## config.mk

```make
export PLATFORM = sky130hd
export DESIGN_NAME = bus_fabric_flat
export DESIGN_NICKNAME = d
export VERILOG_FILES = /design/src/rtl/bus_pkg.sv /design/src/rtl/bus_fabric_if.sv /design/src/rtl/bus_addr_decoder.sv /design/src/rtl/bus_fabric.sv /design/src/flat_wrapper.sv
export SDC_FILE = /design/constraint.sdc
export NUM_CORES = 1
export LEC_CHECK = 0
export ABC_CLOCK_PERIOD_IN_PS = 5000
export BUFFER_PORTS_ARGS = -buffer_cell sky130_fd_sc_hd__clkbuf_2
export CELL_PAD_IN_SITES_DETAIL_PLACEMENT = 0
export CELL_PAD_IN_SITES_GLOBAL_PLACEMENT = 1
export CORE_MARGIN = 4
export CORE_UTILIZATION = 35
export CTS_CLUSTER_SIZE = 12
export DETAILED_ROUTE_END_ITERATION = 6
export PLACE_DENSITY = 0.84
export SYNTH_ARGS = -nofsm -noshare
export SYNTH_HDL_FRONTEND = slang
export SYNTH_SLANG_ARGS = --single-unit
```

## constraint.sdc

```tcl
create_clock -name clk -period 5 [get_ports clk]
set_input_delay 0 -clock clk [delete_from_list [all_inputs] [get_ports clk]]
set_output_delay 0 -clock clk [all_outputs]
set_load 0.01 [all_outputs]
```

## src/rtl/bus_pkg.sv

```systemverilog
// bus_pkg: shared definitions for the bus_fabric interconnect.
// Provides the FSM state encoding, the error cause codes reported on
// err_cause, the default read data for error completions, and a helper
// that sizes index/counter fields.
package bus_pkg;

  typedef enum logic [1:0] {
    ST_IDLE   = 2'b00,
    ST_ACTIVE = 2'b01,
    ST_ERR    = 2'b10
  } bus_state_t;

  localparam logic [1:0]  ERR_NONE         = 2'b00;
  localparam logic [1:0]  ERR_UNMAPPED     = 2'b01;
  localparam logic [1:0]  ERR_TIMEOUT      = 2'b10;
  localparam logic [31:0] ERR_DATA_DEFAULT = 32'hDEADBEEF;

  // Width needed to hold values 0..n-1, never less than one bit.
  function automatic int bits_for(input int n);
    return (n > 1) ? $clog2(n) : 1;
  endfunction

endpackage

```

## src/rtl/bus_fabric_if.sv

```systemverilog
// bus_fabric_if: cpu-side native memory port plus the broadcast slave bus.
//   mem_*  : picorv32 native memory port (valid/addr/wdata/wstrb in,
//            ready/rdata back to the cpu).
//   s_*    : one-hot select, broadcast address/data/strobes to the slaves,
//            per-slave ready and packed read data (slave 0 in the LSBs).
// Modports:
//   slave  : the fabric's view (it is the slave of the cpu request and
//            drives the slave-side select/broadcast signals).
//   master : the environment's view (cpu plus slave devices).
interface bus_fabric_if #(
  parameter int NUM_SLAVES = 3
) ();

  logic                       mem_valid;
  logic [31:0]                mem_addr;
  logic [31:0]                mem_wdata;
  logic [3:0]                 mem_wstrb;
  logic                       mem_ready;
  logic [31:0]                mem_rdata;

  logic [NUM_SLAVES-1:0]      s_sel;
  logic [31:0]                s_addr;
  logic [31:0]                s_wdata;
  logic [3:0]                 s_wstrb;
  logic [NUM_SLAVES-1:0]      s_ready;
  logic [NUM_SLAVES*32-1:0]   s_rdata;

  modport slave (
    input  mem_valid, mem_addr, mem_wdata, mem_wstrb,
    output mem_ready, mem_rdata,
    output s_sel, s_addr, s_wdata, s_wstrb,
    input  s_ready, s_rdata
  );

  modport master (
    output mem_valid, mem_addr, mem_wdata, mem_wstrb,
    input  mem_ready, mem_rdata,
    input  s_sel, s_addr, s_wdata, s_wstrb,
    output s_ready, s_rdata
  );

endinterface

```

## src/rtl/bus_addr_decoder.sv

```systemverilog
// bus_addr_decoder: combinational address window match.
// Slave i hits when (i_addr & MASK_i) == BASE_i; when windows overlap the
// lowest index wins.
// Ports:
//   i_addr : address to decode.
//   o_hit  : at least one window matched.
//   o_idx  : index of the winning slave (0 when no hit).
module bus_addr_decoder
  import bus_pkg::*;
#(
  parameter int                        NUM_SLAVES = 3,
  parameter logic [NUM_SLAVES*32-1:0]  SLAVE_BASE = {32'h80000100, 32'h80000000, 32'h00000000},
  parameter logic [NUM_SLAVES*32-1:0]  SLAVE_MASK = {32'hFFFFFFF0, 32'hFFFFFFFF, 32'hFFFFE000},
  localparam int                       IDX_W      = bits_for(NUM_SLAVES)
) (
  input  logic [31:0]      i_addr,
  output logic             o_hit,
  output logic [IDX_W-1:0] o_idx
);

  // Priority encode: scan from the top so lower indices overwrite higher ones.
  always_comb begin
    o_hit = 1'b0;
    o_idx = '0;
    for (int i = NUM_SLAVES - 1; i >= 0; i--) begin
      if ((i_addr & SLAVE_MASK[i*32 +: 32]) == SLAVE_BASE[i*32 +: 32]) begin
        o_hit = 1'b1;
        o_idx = IDX_W'(i);
      end
    end
  end

endmodule

```

## src/rtl/bus_fabric.sv

```systemverilog
// bus_fabric: single-master interconnect from the picorv32 native memory
// port to NUM_SLAVES memory-mapped slaves, with registered transaction
// tracking, an error completion for unmapped addresses, a ready-timeout
// watchdog and a sticky-first error capture that raises err_irq.
// Ports:
//   clk, reset : clock and asynchronous active-high reset.
//   bus        : cpu port and slave bus (bus_fabric_if.slave).
//   err_clr    : single-cycle clear of the captured error.
//   err_irq    : level interrupt while an error is captured.
//   err_addr   : address of the first captured error.
//   err_cause  : 01 unmapped, 10 timeout, 00 none.
module bus_fabric
  import bus_pkg::*;
#(
  parameter int                        NUM_SLAVES = 3,
  parameter logic [NUM_SLAVES*32-1:0]  SLAVE_BASE = {32'h80000100, 32'h80000000, 32'h00000000},
  parameter logic [NUM_SLAVES*32-1:0]  SLAVE_MASK = {32'hFFFFFFF0, 32'hFFFFFFFF, 32'hFFFFE000},
  parameter int                        TIMEOUT    = 255,
  parameter logic [31:0]               ERR_DATA   = ERR_DATA_DEFAULT
) (
  input  logic        clk,
  input  logic        reset,
  bus_fabric_if.slave bus,
  input  logic        err_clr,
  output logic        err_irq,
  output logic [31:0] err_addr,
  output logic [1:0]  err_cause
);

  localparam int                    IDX_W   = bits_for(NUM_SLAVES);
  localparam int                    CNT_W   = bits_for(TIMEOUT + 1);
  localparam logic [NUM_SLAVES-1:0] SEL_ONE = NUM_SLAVES'(1);

  bus_state_t            r_state;
  logic [NUM_SLAVES-1:0] r_sel;
  logic [31:0]           r_addr;
  logic [31:0]           r_wdata;
  logic [3:0]            r_wstrb;
  logic [CNT_W-1:0]      r_cnt;
  logic                  r_irq;
  logic [31:0]           r_err_addr;
  logic [1:0]            r_err_cause;

  logic                  w_hit;
  logic [IDX_W-1:0]      w_idx;
  logic                  w_slave_ready;
  logic [31:0]           w_sel_rdata;
  logic                  w_timeout;
  logic                  w_err_entry;
  logic [31:0]           w_err_addr;
  logic [1:0]            w_err_cause;

  bus_addr_decoder #(
    .NUM_SLAVES (NUM_SLAVES),
    .SLAVE_BASE (SLAVE_BASE),
    .SLAVE_MASK (SLAVE_MASK)
  ) u_dec (
    .i_addr (bus.mem_addr),
    .o_hit  (w_hit),
    .o_idx  (w_idx)
  );

  // Ready and read data of the currently selected slave (r_sel is one-hot).
  always_comb begin
    w_sel_rdata = 32'h00000000;
    for (int i = 0; i < NUM_SLAVES; i++) begin
      if (r_sel[i]) begin
        w_sel_rdata = w_sel_rdata | bus.s_rdata[i*32 +: 32];
      end
    end
    w_slave_ready = |(bus.s_ready & r_sel);
  end

  // Watchdog fires on the ACTIVE cycle whose increment would reach TIMEOUT.
  always_comb begin
    if (TIMEOUT != 0) begin
      w_timeout = ((r_cnt + CNT_W'(1)) == CNT_W'(TIMEOUT));
    end else begin
      w_timeout = 1'b0;
    end
  end

  // Detect the edge that moves the FSM into ERR and what to capture there.
  always_comb begin
    w_err_entry = 1'b0;
    w_err_addr  = 32'h00000000;
    w_err_cause = ERR_NONE;
    case (r_state)
      ST_IDLE: begin
        if (bus.mem_valid && !w_hit) begin
          w_err_entry = 1'b1;
          w_err_addr  = bus.mem_addr;
          w_err_cause = ERR_UNMAPPED;
        end else begin
          w_err_entry = 1'b0;
        end
      end
      ST_ACTIVE: begin
        if (bus.mem_valid && !w_slave_ready && w_timeout) begin
          w_err_entry = 1'b1;
          w_err_addr  = r_addr;
          w_err_cause = ERR_TIMEOUT;
        end else begin
          w_err_entry = 1'b0;
        end
      end
      default: begin
        w_err_entry = 1'b0;
      end
    endcase
  end

  // Transaction FSM, broadcast registers, watchdog counter and error capture.
  always_ff @(posedge clk or posedge reset) begin
    if (reset) begin
      r_state     <= ST_IDLE;
      r_sel       <= '0;
      r_addr      <= 32'h00000000;
      r_wdata     <= 32'h00000000;
      r_wstrb     <= 4'b0000;
      r_cnt       <= '0;
      r_irq       <= 1'b0;
      r_err_addr  <= 32'h00000000;
      r_err_cause <= ERR_NONE;
    end else begin
      case (r_state)
        ST_IDLE: begin
          if (bus.mem_valid) begin
            r_addr <= bus.mem_addr;
            if (w_hit) begin
              r_sel   <= SEL_ONE << w_idx;
              r_wdata <= bus.mem_wdata;
              r_wstrb <= bus.mem_wstrb;
              r_cnt   <= '0;
              r_state <= ST_ACTIVE;
            end else begin
              r_state <= ST_ERR;
            end
          end
        end
        ST_ACTIVE: begin
          // Priority: cpu abort, then slave ready (ready beats the watchdog).
          if (!bus.mem_valid || w_slave_ready) begin
            r_sel   <= '0;
            r_state <= ST_IDLE;
          end else if (w_timeout) begin
            r_sel   <= '0;
            r_state <= ST_ERR;
          end else begin
            r_cnt <= r_cnt + CNT_W'(1);
          end
        end
        ST_ERR: begin
          r_state <= ST_IDLE;
        end
        default: begin
          r_sel   <= '0;
          r_state <= ST_IDLE;
        end
      endcase

      // Sticky-first capture; a new error in the clear cycle is still taken.
      if (w_err_entry && (!r_irq || err_clr)) begin
        r_irq       <= 1'b1;
        r_err_addr  <= w_err_addr;
        r_err_cause <= w_err_cause;
      end else if (err_clr) begin
        r_irq       <= 1'b0;
        r_err_addr  <= 32'h00000000;
        r_err_cause <= ERR_NONE;
      end
    end
  end

  // Completion to the cpu is decoded from the state register.
  always_comb begin
    bus.mem_ready = 1'b0;
    bus.mem_rdata = 32'h00000000;
    case (r_state)
      ST_ACTIVE: begin
        bus.mem_ready = w_slave_ready;
        bus.mem_rdata = w_sel_rdata;
      end
      ST_ERR: begin
        bus.mem_ready = 1'b1;
        bus.mem_rdata = ERR_DATA;
      end
      default: begin
        bus.mem_ready = 1'b0;
        bus.mem_rdata = 32'h00000000;
      end
    endcase
  end

  assign bus.s_sel   = r_sel;
  assign bus.s_addr  = r_addr;
  assign bus.s_wdata = r_wdata;
  assign bus.s_wstrb = r_wstrb;
  assign err_irq     = r_irq;
  assign err_addr    = r_err_addr;
  assign err_cause   = r_err_cause;

endmodule
```

## src/flat_wrapper.sv

```systemverilog
// flat-port wrapper written by rule: the top's interface ports become plain ports
module bus_fabric_flat import bus_pkg::*;
#(
  parameter int                        NUM_SLAVES = 3,
  parameter logic [NUM_SLAVES*32-1:0]  SLAVE_BASE = {32'h80000100, 32'h80000000, 32'h00000000},
  parameter logic [NUM_SLAVES*32-1:0]  SLAVE_MASK = {32'hFFFFFFF0, 32'hFFFFFFFF, 32'hFFFFE000},
  parameter int                        TIMEOUT    = 255,
  parameter logic [31:0]               ERR_DATA   = ERR_DATA_DEFAULT
)
  (clk, reset, err_clr, err_irq, err_addr, err_cause, bus_mem_valid, bus_mem_addr, bus_mem_wdata, bus_mem_wstrb, bus_mem_ready, bus_mem_rdata, bus_s_sel, bus_s_addr, bus_s_wdata, bus_s_wstrb, bus_s_ready, bus_s_rdata);
  bus_fabric_if #(.NUM_SLAVES(NUM_SLAVES)) bus_i ();
  input  logic clk;
  input  logic reset;
  input  logic err_clr;
  output logic err_irq;
  output logic [31:0] err_addr;
  output logic [1:0] err_cause;
  input wire logic [$bits(bus_i.mem_valid)-1:0] bus_mem_valid;
  input wire logic [$bits(bus_i.mem_addr)-1:0] bus_mem_addr;
  input wire logic [$bits(bus_i.mem_wdata)-1:0] bus_mem_wdata;
  input wire logic [$bits(bus_i.mem_wstrb)-1:0] bus_mem_wstrb;
  output wire logic [$bits(bus_i.mem_ready)-1:0] bus_mem_ready;
  output wire logic [$bits(bus_i.mem_rdata)-1:0] bus_mem_rdata;
  output wire logic [$bits(bus_i.s_sel)-1:0] bus_s_sel;
  output wire logic [$bits(bus_i.s_addr)-1:0] bus_s_addr;
  output wire logic [$bits(bus_i.s_wdata)-1:0] bus_s_wdata;
  output wire logic [$bits(bus_i.s_wstrb)-1:0] bus_s_wstrb;
  input wire logic [$bits(bus_i.s_ready)-1:0] bus_s_ready;
  input wire logic [$bits(bus_i.s_rdata)-1:0] bus_s_rdata;
  assign bus_i.mem_valid = bus_mem_valid;
  assign bus_i.mem_addr = bus_mem_addr;
  assign bus_i.mem_wdata = bus_mem_wdata;
  assign bus_i.mem_wstrb = bus_mem_wstrb;
  assign bus_mem_ready = bus_i.mem_ready;
  assign bus_mem_rdata = bus_i.mem_rdata;
  assign bus_s_sel = bus_i.s_sel;
  assign bus_s_addr = bus_i.s_addr;
  assign bus_s_wdata = bus_i.s_wdata;
  assign bus_s_wstrb = bus_i.s_wstrb;
  assign bus_i.s_ready = bus_s_ready;
  assign bus_i.s_rdata = bus_s_rdata;
  bus_fabric #(.NUM_SLAVES(NUM_SLAVES), .SLAVE_BASE(SLAVE_BASE), .SLAVE_MASK(SLAVE_MASK), .TIMEOUT(TIMEOUT), .ERR_DATA(ERR_DATA)) u_core (.clk(clk), .reset(reset), .bus(bus_i), .err_clr(err_clr), .err_irq(err_irq), .err_addr(err_addr), .err_cause(err_cause));
endmodule
```

==> impl_results.md, run 1 <==
* Htree depth at 4
* Die W at roughly 140 µm
* Slew Viols, Final at 0
* Slowest CP cell: nor4_4
* Core box area at 16000 µm²
* Worst-Skew Late Latency at 0.41 ns
* Crit path cell chain: inv_1 > ha_1 > nand3_1 > or4b_1 > o31a_1 > nor4_4 > or2_1 > a21oi_1
* Die Ht at roughly 140 µm
* Reg2reg end: u_core.err_addr[16]
* Post-CTS resize count at 0
* Avg Cell Area, Syn at 10.29 µm²
* Worst setup SP type: flip-flop
* CTS tree: done
* P_leak at around 4.6 nW
* Net Sw Frac at 0.3457
* Final Cycle Share at 0.6222
* Post-synth EDFFs at 0
* Critical path launch point: u_core.r_cnt[0]
* Hold path endpoint: u_core.r_state[1]
* Setup CP Type: flip-flop to flip-flop
* ANT nets after route at 0
* Seq pwr share at 0.354
* Overall power at about 3.8 mW
* Gr ovfl total at 0
* Worst Skew at 0.01060 ns
* Yosys warns at 0
* CP peak stage delay at 0.64 ns
* M1 GR Usage at 0.2605
* Fin. Hold Viols at 0
* Routed len/inst at 18.55 µm
* Maximum vdd ir drop at 343.6 µV
* Mapped cell area at 5744 µm²
* MaxCap Viol Count at 0
* Fillers at 1483
* Initial antenna violation count at 5
* Worst-path fanout max at 18
* Yosys top cell by area: dfrtp_1
* Post-route minimum period at ~3.1 ns
* Iteration-0 DRC Markers at 366
* FP Rows at 46
* RSZ-0062 raised after global routing: false
* Met3 GRT Util at 0.05329
* Via count at 5998
* Post-synth cell types at 54
* Met2 Track Usage GR at 0.3963
* R2r setup slk at 1.89 ns
* Worst Setup End Kind: flip-flop
* Setup TNS at 0 ns
* PortBufs at 309
* Layout area overhead at 53.52%
* First-pass GRT wire length at 32570 µm
* Clock share of power at 0.342
* Internal at 2.499 mW
* Hold Startpoint: bus_mem_valid
* Post-synthesis instance total at between 500 and 600
* Worst Hold Class: input pin to flip-flop
* Top Usage Layer GRT: met2
* Crit path buf inv count at 1
* Root buffer cell: clkbuf_16
* Max Freq at 321.5 MHz
* Initial Utilization at 0.3590
* Hold Crit Depth at 3
* Post-synth ARST share at 1.000
* Top delay family on crit path: simple AND/OR/NAND/NOR gates
* Synth top area share at 0.5053
* CTS Buf Count at 17
* Final Wtd Congestion at 0.8396
* Worst-path clk slew at 0.05 ns
* Remaining DRCs at 0
* Post-Syn Nets at 734
* Slew @ Worst Pin at 1.250 ns
* HPWL Detailed at about 16000 µm
* Power per cell area at 433.2 nW/µm²
* Vias/cell at 5.184
* Net Sw Power at about 1.3 mW
* Clock Sinks at 116
* Seq cells post-synth at 116
* Worst R2R Path Depth at 8
* Ports at 310
* Status: finished, final reports clean
* Drt pass-1 iters at 6
* Reg2Reg Launch Point: u_core.r_cnt[0]
* Clock Path Buffers at 2
* Layout cell share with drive strength beyond 1 at 0.4283
* Max-slew headroom at 0.1622
* Vias in the first global route at ~6000
* Comb pwr share at 0.304
* Full die area at 18530 µm²
* Routed WL at 21460 µm
* Pin count of the biggest net entering global routing at 71
* GRT Overall Usage at 0.2262
* # setup viols final at 0
* Top_reg_cell synth: dfrtp_1
* CP arrival at 3.37 ns
* Seq/Total Area, Yosys at 0.5053
* Layout net count at 1097
* WP data required at 5.26 ns
* Area contributors post-synth: dfrtp_1 (51%), mux2_2 (7.4%), nand2_1 (7.0%)
-- synth_stat cells (all sizes together) (2+ instances only) --
cell type,count
a2111oi,2
a211oi,19
a21boi,10
a21o,15
a21oi,26
a222oi,33
a22o,15
a22oi,11
a41o,2
and2,2
and3,2
and4,2
buf,10
clkbuf,33
dfrtp,116
ha,5
inv,14
mux2,38
nand2,107
nand2b,4
nand3,5
nand4b,2
nor2,10
nor3,4
nor4,5
o211a,2
o211ai,5
o21ai,32
o22ai,3
or4,7
or4b,2
-- power groups by stage --
stage / Combinational (mW) / Clock, mW / Sequential [mW]
after floorplan: 0.489 / 0 / 1.42
after global placement: 1.11 / 0 / 1.37
after detailed placement: 1.12 / 0 / 1.36
after CTS: 1.17 / 1.33 / 1.35
after global routing: 1.28 / 1.38 / 1.38
final: 1.16 / 1.31 / 1.35
-- repair_timing --
item | CTS | global route
hold buffers | 69 | 0
endpoints found under the hold margin | 164 | 0
endpoints found under the setup margin | 0 | 0
setup buffers | 0 | 0
-- metal layers --
layer	routed length (µm)	vias up
li1	-	2842
met1	8125	2873
met2	11110	246
met3	1568	37
met4	663	0
met5	0	-
-- cell type report --
| type | instances | area [µm²] | share of cell area |
|---|---|---|---|
| Clock buffer | 18 | 439.2 | 0.04980 |
| Sequential cell | 116 | 2903 | 0.3292 |
| Tap cell | 216 | 270.3 | 0.03065 |
| Multi-Input combinational cell | 385 | 2631 | 0.2984 |
| Timing Repair Buffer | 387 | 2305 | 0.2614 |
| Inverter | 14 | 55.05 | 0.006243 |
| Antenna cell | 7 | 17.52 | 0.001986 |
| Clock inverter | 14 | 197.7 | 0.02242 |
-- stage by stage --
step	worst slack (ns)	utilization	area [µm²]	hold slack [ns]	std cells
CTS	1.898	0.5500	8801	0.04070	1150
global placement	1.983	0.4671	7473	0.2248	1049
floorplan	1.928	-	5744	0.1054	558
detailed placement	1.914	0.4671	7473	0.2248	1049
global route	1.661	0.5508	8813	0.08375	1155
finish	1.889	0.5511	8818	0.05512	1157
-- tightest hold or removal path, stage by stage --
cell and delay (ns):
clkbuf_2 0.14, and3_1 0.17, o22a_1 0.11
-- registers in the layout (all words and copies together) (netlist names) --
name	flops
u_core.bus.s_addr	32
u_core.bus.s_wdata	32
u_core.err_addr	32
u_core.r_cnt	8
u_core.bus.s_wstrb	4
u_core.bus.s_sel	3
u_core.err_cause	2
u_core.r_state	2
u_core.err_irq	1
-- cells by family (layout without fill, tap and decap cells) --
family                     Yosys count  after routing  share of synthesized area
AOI/OAI and AO/OA                  184            184                     0.2368
and+or+nand+nor                    157            157                     0.1311
DFF                                116            116                     0.5053
buffers and inverters               57            433                    0.03986
muxes                               38             38                    0.07449
adders and majority gates            5              5                    0.01089
xor gates and xnor gates             1              1                   0.001525
other                                0              7                          0
-- placed cells by master, fill, tap and decap left out, types with 3 or more instances in the layout --
cell type      count
clkbuf_16         17
nor2_1            10
a21boi_0          10
a21o_1            15
nand3_1            4
o22ai_1            3
o211ai_1           5
bufinv_16          4
a22o_1            15
nor3_2             3
a22oi_1           11
buf_4              9
dfrtp_1          116
ha_1               5
clkbuf_2         309
inv_6              4
a222oi_1          33
diode_2            7
dlygate4sd3_1     69
o21ai_0           31
mux2_2            38
inv_1             13
nand2_1          107
nor4_1             3
a21oi_1           25
a211oi_1          19
nand2b_1           4
or4_1              5
-- worst max path at each step --
stage | end | slack [ns] | depth (start not counted)
4_1_cts | u_core.err_addr[16] | 1.90 | 8
2_1_floorplan | u_core.bus.s_addr[0] | 1.93 | 1
3_3_place_gp | u_core.err_addr[13] | 1.98 | 8
3_5_place_dp | u_core.err_addr[16] | 1.91 | 8
5_1_grt | u_core.err_addr[13] | 1.66 | 8
6_report | u_core.err_addr[16] | 1.89 | 8
No activity file was read; power rests on OpenSTA's default activity.
==> run 2, diff against run 1 <==
--- a/config.mk
+++ b/config.mk
@@ -5,15 +5,15 @@
 export SDC_FILE = /design/constraint.sdc
 export NUM_CORES = 1
 export LEC_CHECK = 0
-export ABC_CLOCK_PERIOD_IN_PS = 5000
+export ABC_CLOCK_PERIOD_IN_PS = 2970
 export BUFFER_PORTS_ARGS = -buffer_cell sky130_fd_sc_hd__clkbuf_2
 export CELL_PAD_IN_SITES_DETAIL_PLACEMENT = 0
 export CELL_PAD_IN_SITES_GLOBAL_PLACEMENT = 1
 export CORE_MARGIN = 4
-export CORE_UTILIZATION = 35
+export CORE_UTILIZATION = 33
 export CTS_CLUSTER_SIZE = 12
 export DETAILED_ROUTE_END_ITERATION = 6
-export PLACE_DENSITY = 0.84
+export PLACE_DENSITY = 0.8
 export SYNTH_ARGS = -nofsm -noshare
 export SYNTH_HDL_FRONTEND = slang
 export SYNTH_SLANG_ARGS = --single-unit
==> constraint.sdc (replaced) <==
create_clock -name clk -period 2.97 [get_ports clk]
set_input_delay 0 -clock clk [delete_from_list [all_inputs] [get_ports clk]]
set_output_delay 0 -clock clk [all_outputs]
set_load 0.01 [all_outputs]
==> impl_results.md, run 2 (same netlist as run 1, synthesis figures left out) <==
* Status: finished, final reports clean
* WP data required at between 3 and 4 ns
* Layout area overhead at 55.00%
* Worst-Skew Late Latency at between 0.4 and 0.5 ns
* RSZ-0062 raised after global routing: false
* Max Freq at 386.2 MHz
* Worst R2R Path Depth at 8
* CP arrival at 2.94 ns
* Final Cycle Share at 0.8718
* Clock Path Buffers at 2
* Remaining DRCs at 0
* Leading cell type in the layout, fill and taps excluded: clkbuf_2
* Htree depth at 4
* Net Sw Power at 2.202 mW
* Via count at 6064
* Comb pwr share at 0.303
* Fin. Hold Viols at 0
* FP Rows at 47
* Reg2Reg Launch Point: u_core.r_cnt[0]
* Full die area at between 15000 and 20000 µm²
* Slew @ Worst Pin at 0.9111 ns
* Root buffer cell: clkbuf_16
* Final Wtd Congestion at 0.8563
* Power per cell area at 732.2 nW/µm²
* Layout cell share with drive strength beyond 1 at 0.4321
* Setup CP Type: input pin to flip-flop
* Worst Hold Class: input pin to flip-flop
* Core box area at 16820 µm²
* Vias in the first global route at 6089
* Hold path endpoint: u_core.r_state[1]
* Worst-path fanout max at 14
* Pin count of the biggest net entering global routing at 70
* Critical path launch point: bus_mem_addr[13]
* Setup bufs post-CTS at 0
* Drt pass-1 iters at 5
* Reg2reg end: u_core.err_addr[0]
* Hold Crit Depth at 3
* Clock share of power at 0.350
* Max-slew headroom at 0.3893
* Overall power at 6.519 mW
* Gr ovfl total at 0
* Worst-path clk slew at 0.06 ns
* Setup TNS at 0 ns
* Iteration-0 DRC Markers at 360
* HPWL Detailed at around 16000 µm
* # setup viols final at 0
* P_leak at 4.653 nW
* CTS Buf Count at 17
* Net Sw Frac at 0.3377
* Maximum vdd ir drop at 460.5 µV
* CTS tree: done
* Routed WL at approximately 21000 µm
* Routed len/inst at between 15 and 20 µm
* ANT nets after route at 0
* MaxCap Viol Count at 0
* Vias/cell at 5.210
* GRT Overall Usage at 0.2111
* Initial Utilization at 0.3415
* Post-route minimum period at 2.589 ns
* Worst setup SP type: input pin
* Die W at 139.9 µm
* Ports at 310
* Worst Setup End Kind: flip-flop
* Die Ht at 139.9 µm
* Slew Viols, Final at 0
* R2r setup slk at just under 0.4 ns
* Worst Skew at 0.008456 ns
* Hold Startpoint: bus_mem_valid
* Seq pwr share at 0.348
* Clock Sinks at between 100 and 150
* Most frequent cells in the layout: clkbuf_2 (309), dfrtp_1 (116), nand2_1 (107), dlygate4sd3_1 (69), mux2_2 (38)
* Layout net count at about 1100
* Internal at 4.317 mW
* Fillers at 1591
* First-pass GRT wire length at 33080 µm
* Initial antenna violation count at 2
* PortBufs at a little over 300
[run 2: metal layers]
metal | global-route usage | vias up | share of wire | wire [µm]
met2 | 0.3677 | 256 | 0.51 | 10890
met3 | 0.05181 | 37 | 0.068 | 1461
met4 | 0.07955 | 0 | 0.028 | 599
li1 | - | 2842 | - | -
met5 | 0 | - | 0 | 0
met1 | 0.2526 | 2929 | 0.40 | 8460
[run 2: worst max-delay path, stage by stage]
cell and delay (ns):
dlygate4sd3_1 0.54, clkbuf_2 0.12, or4_4 0.54, nor4_4 0.38
o211a_1 0.27, nor3_2 0.07, nor3_2 0.74, a221o_1 0.27
[run 2: final cells by class]
class	instances	area, µm²	area share
sequential	116	2903	0.3260
timing repair buffer	395	2377	0.2670
tap	220	275.3	0.03092
multi-input combinational	385	2631	0.2955
clock inverter	12	198.9	0.02234
inverter	14	56.30	0.006324
antenna	2	5.005	0.0005621
clock buffer	20	456.7	0.05129
[run 2: power by group through the flow]
stage | clock network [mW] | registers [mW] | logic (mW)
floorplan | 0 | 2.40 | 0.824
global placement | 0 | 2.29 | 1.90
detailed placement | 0 | 2.29 | 1.93
CTS | 2.32 | 2.27 | 2.01
global route | 2.39 | 2.33 | 2.18
finish | 2.28 | 2.27 | 1.97
[run 2: worst max path at each step]
stage                           to  slack (ns)
3_5_place_dp    u_core.err_addr[0]        0.39
3_3_place_gp    u_core.err_addr[0]        0.47
4_1_cts         u_core.err_addr[0]        0.34
2_1_floorplan  u_core.err_addr[22]        0.57
5_1_grt        u_core.err_addr[26]        0.18
6_report        u_core.err_addr[0]        0.38
[run 2: what timing repair did]
item,4_1_cts,5_1_grt
hold buffers,69,0
endpoints found under the hold margin,211,0
gates resized for setup,0,0
[run 2: stage by stage]
stage | instance area [µm²] | hold slack (ns) | cells | setup WS, ns | utilization
after global routing | 8904 | 0.08848 | 1164 | 0.1787 | 0.5294
after CTS | 8899 | 0.06669 | 1162 | 0.3443 | 0.5291
after detailed placement | 7552 | 0.1425 | 1061 | 0.3889 | 0.4490
final | 8904 | 0.08416 | 1164 | 0.3808 | 0.5294
after floorplan | 5748 | 0.1054 | 558 | 0.5726 | -
after global placement | 7552 | 0.1362 | 1061 | 0.4682 | 0.4490
==> run 3, diff against run 2 <==
--- a/config.mk
+++ b/config.mk
@@ -14,6 +14,7 @@
 export CTS_CLUSTER_SIZE = 12
 export DETAILED_ROUTE_END_ITERATION = 6
 export PLACE_DENSITY = 0.8
+export SETUP_SLACK_MARGIN = 0.5
 export SYNTH_ARGS = -nofsm -noshare
 export SYNTH_HDL_FRONTEND = slang
 export SYNTH_SLANG_ARGS = --single-unit
==> impl_results.md, run 3 (same netlist as run 1, synthesis figures left out) <==
* CTS tree: done
* Ports at 310
* Worst R2R Path Depth at 8
* Final Wtd Congestion at ~0.86
* Worst setup SP type: input pin
* RSZ-0062 raised after global routing: false
* # setup viols final at 0
* Power per cell area at between 700 and 800 nW/µm²
* Worst Setup End Kind: flip-flop
* Hold Crit Depth at 3
* Met2 Track Usage GR at 0.3690
* Overall power at 6.570 mW
* Vias in the first global route at 6102
* Reg2Reg Launch Point: u_core.r_cnt[0]
* Layout net count at 1109
* Worst-Skew Late Latency at 0.42 ns
* Fillers at ~1600
* Setup CP Type: input pin to flip-flop
* WP data required at ~3.3 ns
* Hold Startpoint: bus_mem_valid
* Crit path cell chain: dlygate4sd3_1 > clkbuf_2 > or4_4 > nor4_4 > buf_4 > nand3_2 > or4_1 > or4b_1 > o21ai_1
* Maximum vdd ir drop at ~460 µV
* Setup TNS at 0 ns
* M1 GR Usage at 0.2539
* Most frequent cells in the layout: clkbuf_2 (309), dfrtp_1 (115), nand2_1 (107), dlygate4sd3_1 (69), mux2_2 (38)
* Initial Utilization at 0.3415
* HPWL Detailed at 15660 µm
* Multi-input logic area at between 2000 and 3000 µm²
* Seq pwr share at 0.345
* Layout cell share with drive strength beyond 1 at 0.4461
* Clock Path Buffers at 2
* Clock share of power at 0.347
* P_leak at 4.695 nW
* Hold path endpoint: u_core.r_state[1]
* Post-route minimum period at 2.370 ns
* Worst Hold Class: input pin to flip-flop
* Full die area at roughly 20000 µm²
* Die W at 139.9 µm
* First-pass GRT wire length at 33200 µm
* Die Ht at about 140 µm
* Routed len/inst at 18.56 µm
* PortBufs at roughly 310
* Fin. Hold Viols at 0
* Internal at 4.352 mW
* Comb pwr share at 0.308
* Slew @ Worst Pin at 0.7232 ns
* MaxCap Viol Count at 0
* Drt pass-1 iters at 7
* ANT nets after route at 0
* Htree depth at 4
* Net Sw Frac at 0.3376
* Routed WL at 21670 µm
* Max-slew headroom at 0.5167
* Final WS setup at ~0.6 ns
* Top Usage Layer GRT: met2
* Reg2reg end: u_core.bus.s_sel[0]
* Met3 GRT Util at 0.05181
* Core box area at 16820 µm²
* CP peak stage delay at 0.55 ns
* FP Rows at 47
* Final Cycle Share at 0.7979
* Root buffer cell: clkbuf_16
* Vias/cell at 5.251
* Remaining DRCs at 0
* Via count at 6133
* Pin count of the biggest net entering global routing at 70
* Util after Layout at 0.5368
* Clock Sinks at 116
* Layout area overhead at 57.18%
* Slowest CP cell: dlygate4sd3_1
* Slew Viols, Final at 0
* Gr ovfl total at 0
* Max Freq at ~420 MHz
* Net Sw Power at 2.218 mW
* Worst-path fanout max at 3
* Initial antenna violation count at 2
* Iteration-0 DRC Markers at 358
* Reg area at ~2900 µm²
* CP arrival at 2.70 ns
* Leading cell type in the layout, fill and taps excluded: clkbuf_2
* Worst-path clk slew at approximately 0.050 ns
* Status: finished, final reports clean
* Worst Skew at 0.009009 ns
* Setup Slack @ Placement at 0.3889 ns
* R2r setup slk at 0.61 ns
* GRT Overall Usage at 0.2119
* CTS Buf Count at 17
==> run 3: layout make-up <==
type,instances,share of cell area
timing repair buffer,399,0.2725
tap,220,0.03049
inverter,14,0.006236
clock buffer,20,0.05058
clock inverter,12,0.02203
antenna,2,0.0005543
multi-input combinational,385,0.2960
sequential,116,0.3216
==> run 3: per-layer routing <==
layer	up-vias	wire length (µm)
li1	2852	-
met1	2970	8480
met2	269	11040
met3	42	1510
met4	0	639
met5	-	0
==> run 3: worst max-delay path by stage <==
stage                                start                   to  slack, ns  depth (start not counted)
after global routing       u_core.r_cnt[0]   u_core.err_addr[0]       0.48                          9
after floorplan            u_core.r_cnt[0]  u_core.err_addr[22]       0.57                         10
after detailed placement   u_core.r_cnt[0]   u_core.err_addr[0]       0.39                          8
after CTS                  u_core.r_cnt[0]  u_core.bus.s_sel[0]       0.53                          8
final                     bus_mem_addr[19]  u_core.bus.s_sel[1]       0.60                          9
after global placement     u_core.r_cnt[0]   u_core.err_addr[0]       0.47                          8
==> run 3: stage by stage <==
stage | area [µm²] | hold slack, ns | instances
6_report | 9029 | 0.08220 | 1168
5_1_grt | 9029 | 0.08569 | 1168
4_1_cts | 8927 | 0.06669 | 1164
3_5_place_dp | 7552 | 0.1425 | 1061
3_3_place_gp | 7552 | 0.1362 | 1061
2_1_floorplan | 5748 | 0.1054 | 558
==> run 3: what timing repair did <==
| action | 4_1_cts | 5_1_grt |
|---|---|---|
| buffers inserted | 2 | 1 |
| hold buffers | 69 | 0 |
| pin swaps | 2 | 2 |
| endpoints found under the hold margin | 211 | 0 |
| setup endpoints to repair | 28 | 74 |
| cloned | 0 | 1 |
| gates resized for setup | 3 | 19 |
==> run 3: power by group through the flow <==
| stage | clock [mW] | combinational (mW) | sequential, mW |
|---|---|---|---|
| CTS | 2.32 | 2.01 | 2.27 |
| floorplan | 0 | 0.824 | 2.40 |
| finish | 2.28 | 2.03 | 2.27 |
| global placement | 0 | 1.90 | 2.29 |
| detailed placement | 0 | 1.93 | 2.29 |
| global route | 2.39 | 2.24 | 2.33 |
==> run 3: critical path: cells and delay by family <==
| kind | cells | cell delay [ns] |
|---|---|---|
| buf+inv | 3 | 0.85 |
| simple gates | 5 | 1.74 |
| compound gates | 1 | 0.11 |
